$ cat src/rtl/header_framer.sv
// Avalon-ST header framer: prepends or strips a HDR_WORDS-word header per packet.
// Optional statistics counters are enabled by defining HEADER_FRAMER_STATS_EN.
module header_framer #(
  parameter int DATA_W    = 32,
  parameter int HDR_WORDS = 8,
  parameter int CNT_W     = 16
) (
  input  logic                        clk,
  input  logic                        rst,
  input  logic                        mode,
  input  logic [HDR_WORDS*DATA_W-1:0] header_data,
  input  logic                        in_valid,
  output logic                        in_ready,
  input  logic [DATA_W-1:0]           in_data,
  input  logic                        in_sop,
  input  logic                        in_eop,
  output logic                        out_valid,
  input  logic                        out_ready,
  output logic [DATA_W-1:0]           out_data,
  output logic                        out_sop,
  output logic                        out_eop,
  input  logic                        cnt_clear,
  output logic [CNT_W-1:0]            word_in_cnt,
  output logic [CNT_W-1:0]            word_out_cnt,
  output logic [CNT_W-1:0]            pkt_cnt,
  output logic [CNT_W-1:0]            err_cnt,
  output logic                        strip_err
);

  localparam int IW = (HDR_WORDS > 1) ? $clog2(HDR_WORDS) : 1;
  localparam logic [IW-1:0] LAST = IW'(HDR_WORDS - 1);

  typedef enum logic [1:0] {
    IDLE,
    HDR,
    STRIP,
    BODY
  } state_t;

  state_t                        state, state_n;
  logic [IW-1:0]                 idx, idx_n;
  logic [HDR_WORDS*DATA_W-1:0]   hdr_q, hdr_n;
  logic                          first_q, first_n;
  logic                          ov_n, os_n, oe_n, err_n;
  logic [DATA_W-1:0]             od_n;
  logic                          load;
  logic [DATA_W-1:0]             hdr_word [HDR_WORDS];

  // word 0 is the most significant slice of the latched header
  for (genvar i = 0; i < HDR_WORDS; i++) begin : g_hdr
    assign hdr_word[i] = hdr_q[(HDR_WORDS-i)*DATA_W-1 -: DATA_W];
  end

  assign load = !out_valid || out_ready;

  always_comb begin
    state_n  = state;
    idx_n    = idx;
    hdr_n    = hdr_q;
    first_n  = first_q;
    ov_n     = out_valid;
    od_n     = out_data;
    os_n     = out_sop;
    oe_n     = out_eop;
    err_n    = 1'b0;
    in_ready = 1'b0;
    if (load) begin
      ov_n = 1'b0;
      os_n = 1'b0;
      oe_n = 1'b0;
    end
    unique case (state)
      IDLE: begin
        in_ready = in_valid & ~in_sop;
        if (in_valid && in_sop) begin
          hdr_n   = header_data;
          idx_n   = '0;
          state_n = mode ? STRIP : HDR;
        end
      end
      HDR: begin
        if (load) begin
          ov_n = 1'b1;
          od_n = hdr_word[idx];
          os_n = (idx == '0);
          if (idx == LAST) begin
            idx_n   = '0;
            first_n = 1'b0;
            state_n = BODY;
          end else begin
            idx_n = idx + 1'b1;
          end
        end
      end
      STRIP: begin
        in_ready = 1'b1;
        if (in_valid) begin
          if (in_eop) begin
            err_n   = 1'b1;
            state_n = IDLE;
          end else if (idx == LAST) begin
            idx_n   = '0;
            first_n = 1'b1;
            state_n = BODY;
          end else begin
            idx_n = idx + 1'b1;
          end
        end
      end
      BODY: begin
        in_ready = load;
        if (in_valid && load) begin
          ov_n    = 1'b1;
          od_n    = in_data;
          os_n    = first_q;
          oe_n    = in_eop;
          first_n = 1'b0;
          if (in_eop) state_n = IDLE;
        end
      end
      default: state_n = IDLE;
    endcase
  end

  always_ff @(posedge clk or posedge rst) begin
    if (rst) begin
      state     <= IDLE;
      idx       <= '0;
      hdr_q     <= '0;
      first_q   <= 1'b0;
      out_valid <= 1'b0;
      out_data  <= '0;
      out_sop   <= 1'b0;
      out_eop   <= 1'b0;
      strip_err <= 1'b0;
    end else begin
      state     <= state_n;
      idx       <= idx_n;
      hdr_q     <= hdr_n;
      first_q   <= first_n;
      out_valid <= ov_n;
      out_data  <= od_n;
      out_sop   <= os_n;
      out_eop   <= oe_n;
      strip_err <= err_n;
    end
  end

`ifdef HEADER_FRAMER_STATS_EN
  logic in_fire, out_fire;

  assign in_fire  = in_valid & in_ready;
  assign out_fire = out_valid & out_ready;

  always_ff @(posedge clk or posedge rst) begin
    if (rst) begin
      word_in_cnt  <= '0;
      word_out_cnt <= '0;
      pkt_cnt      <= '0;
      err_cnt      <= '0;
    end else if (cnt_clear) begin
      word_in_cnt  <= '0;
      word_out_cnt <= '0;
      pkt_cnt      <= '0;
      err_cnt      <= '0;
    end else begin
      if (in_fire)             word_in_cnt  <= word_in_cnt + 1'b1;
      if (out_fire)            word_out_cnt <= word_out_cnt + 1'b1;
      if (out_fire && out_eop) pkt_cnt      <= pkt_cnt + 1'b1;
      if (err_n)               err_cnt      <= err_cnt + 1'b1;
    end
  end
`else
  logic unused_cnt_clear;

  assign unused_cnt_clear = cnt_clear;
  assign word_in_cnt      = '0;
  assign word_out_cnt     = '0;
  assign pkt_cnt          = '0;
  assign err_cnt          = '0;
`endif

endmodule

$ cat config.mk
export PLATFORM = sky130hd
export DESIGN_NAME = header_framer
export DESIGN_NICKNAME = d
export VERILOG_FILES = /design/src/rtl/header_framer.sv
export SDC_FILE = /design/constraint.sdc
export NUM_CORES = 1
export LEC_CHECK = 0
export ABC_AREA = 1
export CAP_MARGIN = 20
export CORE_UTILIZATION = 53
export DETAILED_ROUTE_END_ITERATION = 12
export GPL_ROUTABILITY_DRIVEN = 0
export PLACE_DENSITY = 0.95
export SETUP_SLACK_MARGIN = 0.1
export SYNTH_ARGS = -nofsm -noshare
export SYNTH_HDL_FRONTEND = slang
export SYNTH_SLANG_ARGS = --single-unit
$ cat constraint.sdc
create_clock -name clk -period 27.9 [get_ports clk]
set_input_delay 5.58 -clock clk [delete_from_list [all_inputs] [get_ports clk]]
set_output_delay 5.58 -clock clk [all_outputs]
set_load 0.005 [all_outputs]
==> results.py, run 1 <==
metrics = {
    "power": {
        "vdd_drop_max_mv": 0.06126,
        "p_leak_nw": 8.454,
        "pwr_density_cell_nw_per_um2": 100.7,
    },
    "yosys": {
        "yosysTopAreaCellShare_pct": 51.37,
        "synthXorXnorAreaFrac_pct": 0,
        "postSynthAreaPerCell_um2": 10.10,
        "synth-adder-area-share_pct": 0.6033,
        "synth.ff_latch_count": 298,
        "syn_inst": 1437,
        "synth-warning-count": 0,
        "synthMuxAreaShare_pct": 19.86,
        "synth-simple-area-share_pct": 19.90,
        "yosys-top-cells-area": "dfrtp_1 51%, mux2_1 19%, nand2_1 9.9%, nand3_1 8.0%, buf_4 3.5%",
        "synth_top_area_cell": "dfrtp_1",
        "synth-seq-area-share_pct": 51.37,
        "synth_flop_cell": "dfrtp_1",
        "synth-compound-area-share_pct": 0.4396,
        "yosysMostFrequentCell": "nand2_1",
        "synth_top_family_by_area": "simple AND/OR/NAND/NOR gates",
        "synth_edf_count": 0,
        "async_flop_share_pct": 100.0,
        "synth_commonest_cells": "383 x nand2_1, 298 x dfrtp_1, 240 x mux2_1, 233 x nand3_1, 70 x nor2_1",
        "synth_cell_types": 20,
        "netlist_area_um2": 14520,
    },
    "die": {
        "num_io_pins": 397,
        "core_region_area_um2": 26880,
        "fp.dieW_um": 167.5,
        "start_util_pct": 54.01,
        "die_y_um": 167.5,
        "die_area_um2": 28050,
        "rows": 60,
    },
    "setup_path": {
        "cp_top_family": "buffers and inverters",
        "slowest_delay_ns": 0.54,
        "path_cells": "clkdlybuf4s50_1 -> inv_1 -> nand2_1 -> a21oi_1 -> a21oi_1 -> clkdlybuf4s50_1",
        "criticalPathCategory": "input port to output pin",
        "cp-end-kind": "output pin",
        "critPathSlowestCell": "clkdlybuf4s50_1",
        "start_kind": "input port",
        "cp_max_fo": 4,
        "path_buf_inv": 3,
        "worst-endpoint-arrival_ns": 7.03,
        "crit_required_ns": 22.32,
    },
    "route": {
        "wl_um": 41860,
        "dr.pass1.iters": 6,
        "drc": 0,
        "drtIter0Drc": 976,
        "avgViaCountPerCell": 5.616,
        "vias": 11714,
        "routedWlPerCell_um": 20.07,
        "antenna_left": 0,
    },
    "finish": {
        "postLayoutCellArea_um2": 18550,
        "ff_latch_area_um2": 7462,
        "multi_input_area_um2": 6176,
        "fillers": 1877,
        "drive_gt1_share_pct": 4.762,
        "final_cells": 2086,
        "postLayoutCoreUtil_pct": 69.01,
        "area_delta_synth_final_pct": 27.77,
        "layout.nets": 2025,
    },
    "clock_network": {
        "cts_tree": "done",
        "cts_resized": 0,
        "clk_path_buf_depth": 3,
        "cts_hold_buf": 0,
        "cts_setup_buffers": 0,
        "cts_buffers": 31,
        "clock-root-buffer": "clkbuf_16",
        "ctsHtreeMaxLevel": 1,
        "clk_pin_slew_ns": 0.06,
        "clock_sinks": 298,
        "clock_latency_ns": 0.55,
    },
    "timing": {
        "period_share_pct": 45.21,
        "hold_viol_final": 0,
        "setup_viol": 0,
        "finClkSkew_ns": 0.008988,
        "slew-limit-headroom_pct": 30.51,
        "max_clock_freq_mhz": 79.27,
        "period_minus_slack_ns": 12.61,
        "worstMarginPinSlew_ns": 1.042,
        "setup_tns_ns": 0,
        "drv_slew": 0,
        "rsz0062_at_grt": "false",
    },
    "global_route": {
        "track_usage_pct": 30.02,
        "gr-total-overflow": 0,
        "grt_first_pass_wirelength_um": 65600,
        "grt_pass1_vias": 12160,
        "antenna_found_initial": 3,
        "grt_max_degree": 156,
    },
    "place": {
        "dp.cells": 2030,
        "dp_hpwl_um": 27900,
        "port_buffers": 331,
        "place_area_um2": 17570,
    },
    "worst_hold_path": {
        "hold_class": "flip-flop to flip-flop",
    },
    "job": {
        "maxCapViolations": 0,
    },
    "outcome": {
        "status": "finished clean",
    },
}
## cells by family (layout without fill, tap and decap cells)
family / after synthesis / count (layout)
other cells: 1 / 66
mux: 256 / 256
fa+ha+maj: 7 / 7
simple gates: 689 / 689
buf+inv: 174 / 417
compound gates: 12 / 12
flops: 298 / 298
## power by group
group          total [mW]  switching (mW)  internal (mW)
Clock               0.403           0.169          0.234
Sequential          0.778           0.129          0.649
Combinational       0.687           0.374          0.312
## registers in the layout (all words and copies together), names as in the netlist, 2 cells and up
name and count:
state 2, out_data 32, idx 3, hdr_q 256
## stage by stage
stage,total power [mW],setup slack (ns),hold WS [ns]
CTS,1.871,15.31,0.4823
detailed placement,1.459,15.34,0.4657
global route,1.988,15.20,0.5062
global placement,1.404,15.35,0.4618
finish,1.868,15.29,0.4783
floorplan,1.218,14.09,0.4420
## routing by layer
metal	share of wire [%]	vias up	GRT usage (%)	wire, um
met2	47	686	48.70	19700
met4	5.7	2	15.76	2377
met1	38	5642	37.81	16070
met5	0.031	-	0	13
li1	-	5224	-	-
met3	8.8	160	6.571	3697
## final cells by class
| type | instances | area share [%] |
|---|---|---|
| clock inverter | 10 | 0.5532 |
| timing repair buffer | 343 | 18.42 |
| antenna | 2 | 0.02698 |
| clock buffer | 44 | 4.715 |
| tap | 341 | 2.300 |
| multi-input combinational | 1028 | 33.30 |
| inverter | 20 | 0.4587 |
| sequential | 298 | 40.23 |
## path summary, 6_finish.rpt
path	end	depth (start not counted)	slack (ns)	startpoint
hold reg to reg	out_data[28]$_DFFE_PP0P_	2	0.48	out_data[28]$_DFFE_PP0P_
max in group asynchronous	hdr_q[21]$_DFFE_PP0P_	3	20.77	rst
setup reg to reg	hdr_q[108]$_DFFE_PP0P_	6	24.25	state[0]$_DFFE_PP0P_
setup / recovery	in_ready	6	15.29	out_ready
min in group asynchronous	out_data[0]$_DFFE_PP0P_	2	5.61	rst
hold / removal	out_data[28]$_DFFE_PP0P_	2	0.48	out_data[28]$_DFFE_PP0P_
## layout by cell type (no fill, tap or decap)
cell and instances:
nand2_1 383, clkdlybuf4s50_1 331, dfrtp_1 296, mux2_1 240, nand3_1 232, nor2_1 70, conb_1 64, clkbuf_16 31
inv_1 16, mux2_2 16, buf_4 11, clkbuf_1 8, o21ai_0 7, ha_1 7, clkinv_2 7, clkbuf_8 5
a21oi_1 4, diode_2 2, inv_2 2, bufinv_16 2, nand3_4 1, inv_4 1, o221ai_1 1, nand2_2 1
inv_8 1, nand3_2 1, nand4_1 1, clkinvlp_4 1, dfrtp_4 1, dfrtp_2 1, buf_12 1
## worst reg2reg max path, cell delays in order (launching register included)
cell and delay, ns:
dfrtp_1 0.40, inv_1 0.10, ha_1 0.28, nand3_4 0.63, buf_4 0.86, buf_4 0.83, mux2_1 0.43
Note: power is estimated with default switching activity, not from simulation.
==> run 2: changes to the inputs <==
CORE_UTILIZATION = 49   (was 53)
PLACE_DENSITY = 0.91   (was 0.95)
clock period = 12.4 ns   (was 27.9 ns; I/O delays follow)
==> run 2 against run 1 <==
Against the previous run:
- cell count rose by 2.4%
- count of clock-buffer cells in the layout rose by 6
- critical path depth did not move
- clock skew rose by 0.0064 ns
- register-to-register slack got worse by 15 ns
- sequential share of layout area fell by 0.49 points
- first-iteration DRC count fell by 19%
- critical path type unchanged
==> results.py, run 2 (synthesis gave the netlist of run 1 again) <==
metrics = {
    "outcome": {
        "status": "finished clean",
    },
    "die": {
        "rows": 62,
        "num_io_pins": 397,
        "start_util_pct": 50.17,
        "die_y_um": 174.1,
        "die_area_um2": 30320,
        "fp.dieW_um": 174.1,
        "core_region_area_um2": 28940,
    },
    "finish": {
        "largest_reg_flops": 256,
        "drive_gt1_share_pct": 5.149,
        "final_cells": 2136,
        "area_delta_synth_final_pct": 29.36,
        "layout.nets": 2029,
        "fillers": 2125,
        "postLayoutCoreUtil_pct": 64.90,
        "top_regs": "hdr_q x256, out_data x32, idx x3",
        "final_cell_mix": "383 x nand2_1, 331 x clkdlybuf4s50_1, 296 x dfrtp_1",
        "regMostFlops": "hdr_q",
        "final_common_cell": "nand2_1",
    },
    "route": {
        "wl_um": 40250,
        "antenna_left": 0,
        "dr.pass1.iters": 5,
        "avgViaCountPerCell": 5.346,
        "vias": 11418,
        "drtIter0Drc": 788,
        "drc": 0,
        "routedWlPerCell_um": 18.84,
    },
    "clock_network": {
        "ctsHtreeMaxLevel": 2,
        "cts_tree": "done",
        "cts_buffers": 34,
        "clk_pin_slew_ns": 0.05,
        "clock-root-buffer": "clkbuf_16",
        "clock_latency_ns": 0.50,
        "clock_sinks": 298,
        "cts_resized": 0,
        "cts_hold_buf": 0,
        "clk_path_buf_depth": 3,
        "cts_setup_buffers": 0,
    },
    "global_route": {
        "grt_first_pass_wirelength_um": 63930,
        "antenna_found_initial": 3,
        "grt_max_degree": 175,
        "track_usage_pct": 26.96,
        "grt_pass1_vias": 11921,
        "gr-total-overflow": 0,
    },
    "setup_path": {
        "crit_required_ns": 9.92,
        "path_cells": "clkdlybuf4s50_1 -> inv_1 -> nand2_1 -> a21oi_1 -> a21oi_1 -> clkdlybuf4s50_1",
        "cp-end-kind": "output pin",
        "reg2reg_slack_ns": 9.24,
        "worst-endpoint-arrival_ns": 3.93,
        "cp_max_fo": 4,
        "start_kind": "input port",
        "reg2reg_to": "hdr_q[46]$_DFFE_PP0P_",
        "critPathSlowestCell": "clkdlybuf4s50_1",
        "r2r_cells": 7,
        "startpoint": "out_ready",
        "r2r_start": "state[0]$_DFFE_PP0P_",
        "slowest_delay_ns": 0.56,
        "crit_end": "in_ready",
        "criticalPathCategory": "input port to output pin",
    },
    "timing": {
        "fin_ws_ns": 5.988,
        "finClkSkew_ns": 0.01537,
        "worstMarginPinSlew_ns": 1.111,
        "period_minus_slack_ns": 6.412,
        "hold_viol_final": 0,
        "rsz0062_at_grt": "false",
        "setup_tns_ns": 0,
        "slew-limit-headroom_pct": 25.94,
        "setup_viol": 0,
        "drv_slew": 0,
        "period_share_pct": 51.71,
        "max_clock_freq_mhz": 155.9,
    },
    "power": {
        "finalPower_mw": 4.264,
        "vdd_drop_max_mv": 0.1270,
        "p_leak_nw": 8.533,
        "pwr_density_cell_nw_per_um2": 227.1,
    },
    "place": {
        "dp_hpwl_um": 27260,
        "dp.cells": 2073,
        "port_buffers": 331,
        "dp_slack_ns": 6.003,
    },
    "job": {
        "maxCapViolations": 0,
    },
    "worst_hold_path": {
        "hold_class": "flip-flop to flip-flop",
    },
}
## run 2: critical path: cells and delay by family
kind                   cells  cell delay, ns
AOI/OAI and AO/OA          2            0.23
and+or+nand+nor            1            0.12
buffers and inverters      3            1.09
## run 2: metal layers
| metal | track usage (%) | routed length (um) | vias to the layer above |
|---|---|---|---|
| li1 | - | - | 5223 |
| met1 | 34.93 | 16690 | 5573 |
| met2 | 43.87 | 19070 | 523 |
| met3 | 5.446 | 2864 | 99 |
| met4 | 11.88 | 1623 | 0 |
| met5 | 0 | 0 | - |
## run 2: area by class of cell
type | instances | area (um2) | share of cell area, %
sequential | 298 | 7462 | 39.74
multi-input combinational | 1028 | 6176 | 32.89
timing repair buffer | 344 | 3443 | 18.34
clock buffer | 50 | 1022 | 5.444
tap | 384 | 480.5 | 2.559
clock inverter | 8 | 98.84 | 0.5264
inverter | 20 | 85.08 | 0.4531
antenna | 4 | 10.01 | 0.05330
## run 2: worst min path at each step
| stage | startpoint | to | slack (ns) | cells past startpoint |
|---|---|---|---|---|
| after global placement | first_q$_DFFE_PP0P_ | first_q$_DFFE_PP0P_ | 0.46 | 2 |
| after CTS | out_data[26]$_DFFE_PP0P_ | out_data[26]$_DFFE_PP0P_ | 0.48 | 2 |
| after detailed placement | out_data[26]$_DFFE_PP0P_ | out_data[26]$_DFFE_PP0P_ | 0.46 | 2 |
| final | out_data[29]$_DFFE_PP0P_ | out_data[29]$_DFFE_PP0P_ | 0.48 | 2 |
| after floorplan | first_q$_DFFE_PP0P_ | first_q$_DFFE_PP0P_ | 0.44 | 2 |
| after global routing | out_data[24]$_DFFE_PP0P_ | out_data[24]$_DFFE_PP0P_ | 0.49 | 2 |
## run 2: power breakdown
| group | switching, mW | internal [mW] | total [mW] | leakage, nW |
|---|---|---|---|---|
| logic | 0.814 | 0.705 | 1.52 | 4.43 |
| clock network | 0.394 | 0.612 | 1.01 | 0.548 |
| registers | 0.279 | 1.46 | 1.74 | 3.56 |
| total | 1.49 | 2.78 | 4.26 | 8.53 |
## run 2: stage by stage
stage	hold slack, ns	area [um2]
global route	0.4922	18780
global placement	0.4620	17620
detailed placement	0.4638	17620
finish	0.4809	18780
CTS	0.4797	18740
floorplan	0.4420	14750
==> run 3: changes to the inputs <==
CORE_UTILIZATION = 44   (was 49)
PLACE_DENSITY = 0.87   (was 0.91)
clock period = 5.7 ns   (was 12.4 ns; I/O delays follow)
==> run 3 against run 2 <==
Against the previous run:
- clock power is 120% higher
- cell area is 0.40% higher
- via count is 0.81% higher
- critical path type unchanged
- flip-flop and latch count stayed put
- total power is 120% higher
- global-route usage is 2.1 points lower
- cell count is 2.5% higher
- clock skew is 0.0068 ns lower
- routed wire length is 2.2% higher
- combinational power is 120% higher
- worst hold slack worse by 0.0036 ns
==> results.py, run 3 (synthesis gave the netlist of run 1 again) <==
metrics = {
    "clock_network": {
        "clock_sinks": 298,
        "cts_setup_buffers": 0,
        "cts_tree": "done",
        "ctsHtreeMaxLevel": 2,
        "clock_latency_ns": 0.50,
        "clk_pin_slew_ns": 0.06,
        "cts_resized": 0,
        "clk_path_buf_depth": 3,
        "clock-root-buffer": "clkbuf_16",
        "cts_hold_buf": 0,
        "cts_buffers": 34,
    },
    "die": {
        "die_y_um": 183.6,
        "rows": 66,
        "die_area_um2": 33720,
        "core_region_area_um2": 32540,
        "fp.dieW_um": 183.6,
        "start_util_pct": 44.62,
        "num_io_pins": 397,
    },
    "power": {
        "power_frac_seq_pct": 41.1,
        "p_comb_share_pct": 35.2,
        "p_leak_nw": 8.533,
        "power.internal_mw": 6.052,
        "power_switching_mw": 3.263,
        "clockPowerShare_pct": 23.6,
        "pwr_density_cell_nw_per_um2": 494.1,
        "switching_share_pct": 35.03,
        "vdd_drop_max_mv": 0.2580,
    },
    "timing": {
        "finClkSkew_ns": 0.008568,
        "slew-limit-headroom_pct": 35.20,
        "setup_viol": 0,
        "hold_viol_final": 0,
        "period_share_pct": 64.74,
        "worstMarginPinSlew_ns": 0.9720,
        "period_minus_slack_ns": 3.690,
        "drv_slew": 0,
        "rsz0062_at_grt": "false",
        "max_clock_freq_mhz": 271.0,
        "setup_tns_ns": 0,
        "hold_ws_ns": 0.4773,
    },
    "worst_hold_path": {
        "worstHoldEndpoint": "out_data[18]$_DFFE_PP0P_",
        "min-delay-start": "out_data[18]$_DFFE_PP0P_",
        "whs_path_depth": 2,
        "hold_class": "flip-flop to flip-flop",
    },
    "setup_path": {
        "crit_path_frequent_cell": "clkdlybuf4s50_1",
        "r2r_cells": 9,
        "crit_required_ns": 4.56,
        "reg2reg_slack_ns": 2.63,
        "start_kind": "input port",
        "worst-endpoint-arrival_ns": 2.55,
        "criticalPathCategory": "input port to output pin",
        "critPathSlowestCell": "clkdlybuf4s50_1",
        "cp_top_family": "buffers and inverters",
        "cp-end-kind": "output pin",
        "path_cells": "clkdlybuf4s50_1 -> nor2_1 -> nand2_1 -> a21oi_1 -> clkdlybuf4s50_1",
        "path_buf_inv": 2,
        "slowest_delay_ns": 0.55,
        "cp_max_fo": 3,
        "r2r_start": "state[0]$_DFFE_PP0P_",
        "reg2reg_to": "out_data[14]$_DFFE_PP0P_",
    },
    "route": {
        "wl_um": 41150,
        "drc": 0,
        "antenna_left": 0,
        "drtIter0Drc": 803,
        "vias": 11511,
        "dr.pass1.iters": 5,
        "avgViaCountPerCell": 5.256,
        "routedWlPerCell_um": 18.79,
    },
    "finish": {
        "drive_gt1_share_pct": 5.152,
        "area_delta_synth_final_pct": 29.87,
        "layout.nets": 2029,
        "top_regs": "hdr_q x256, out_data x32, idx x3",
        "regMostFlops": "hdr_q",
        "fillers": 2671,
        "largest_reg_flops": 256,
        "ff_latch_area_um2": 7465,
        "final_cell_mix": "383 x nand2_1, 331 x clkdlybuf4s50_1, 296 x dfrtp_1",
        "final_common_cell": "nand2_1",
        "multi_input_area_um2": 6176,
    },
    "global_route": {
        "grt_max_degree": 138,
        "track_usage_pct": 24.82,
        "grt_first_pass_wirelength_um": 64570,
        "gr-total-overflow": 0,
        "grt_pass1_vias": 11843,
        "antenna_found_initial": 2,
    },
    "outcome": {
        "status": "finished clean",
    },
    "place": {
        "port_buffers": 331,
        "dp_hpwl_um": 28010,
    },
    "job": {
        "maxCapViolations": 0,
    },
}
==> run 3: cell count changes in the layout (fill, tap and decap cells not counted), sizes merged <==
cell      before  now
clkinv         3    5
inv           21   19
clkinvlp       2    3
clkbuf        50   48
diode          4    1
==> run 3: tightest hold or removal path, stage by stage (launching register included) <==
cell and delay, ns:
dfrtp_1 0.34, nand2_1 0.05, nand2_1 0.05
==> run 3: how the worst max path moves through the flow <==
stage	start	end	slack (ns)	cells after the start
CTS	in_valid	in_ready	2.01	4
global route	in_sop	in_ready	1.93	5
global placement	in_sop	in_ready	2.01	5
floorplan	rst	first_q$_DFFE_PP0P_	0.60	1
finish	in_sop	in_ready	2.01	5
detailed placement	in_valid	in_ready	2.02	4
==> run 3: per-stage QoR <==
step	cells	utilization (%)	total power [mW]	setup WS, ns	area [um2]
floorplan	1500	-	5.963	0.6009	14760
global placement	2132	54.47	6.903	2.009	17720
detailed placement	2132	54.47	7.126	2.019	17720
CTS	2189	57.94	9.378	2.012	18850
global route	2190	57.94	9.980	1.935	18850
finish	2190	57.94	9.315	2.010	18850
==> run 3: power by group through the flow <==
stage	combinational (mW)	clock, mW	sequential (mW)
after global placement	3.12	0	3.78
after CTS	3.30	2.25	3.83
after global routing	3.67	2.34	3.97
after detailed placement	3.27	0	3.86
final	3.28	2.20	3.83
after floorplan	2.35	0	3.61
==> run 3: final cells by class <==
class,count,share of cell area [%]
inverters,20,0.4314
multi-input cells,1028,32.76
repair buffers,344,18.29
clock buffers,48,5.449
diodes,1,0.01327
well taps,442,2.933
flip-flops and latches,298,39.59
clock inverters,9,0.5309
==> run 3: routing by layer <==
metal  global-route usage (%)  wire length, um  part of all wire, %  vias to the layer above
li1                         -                -                    -                     5230
met3                    5.052             3077                  7.5                      129
met5                        0                0                    0                        -
met1                    31.70            16800                   41                     5606
met2                    40.03            19280                   47                      546
met4                    12.53             1986                  4.8                        0
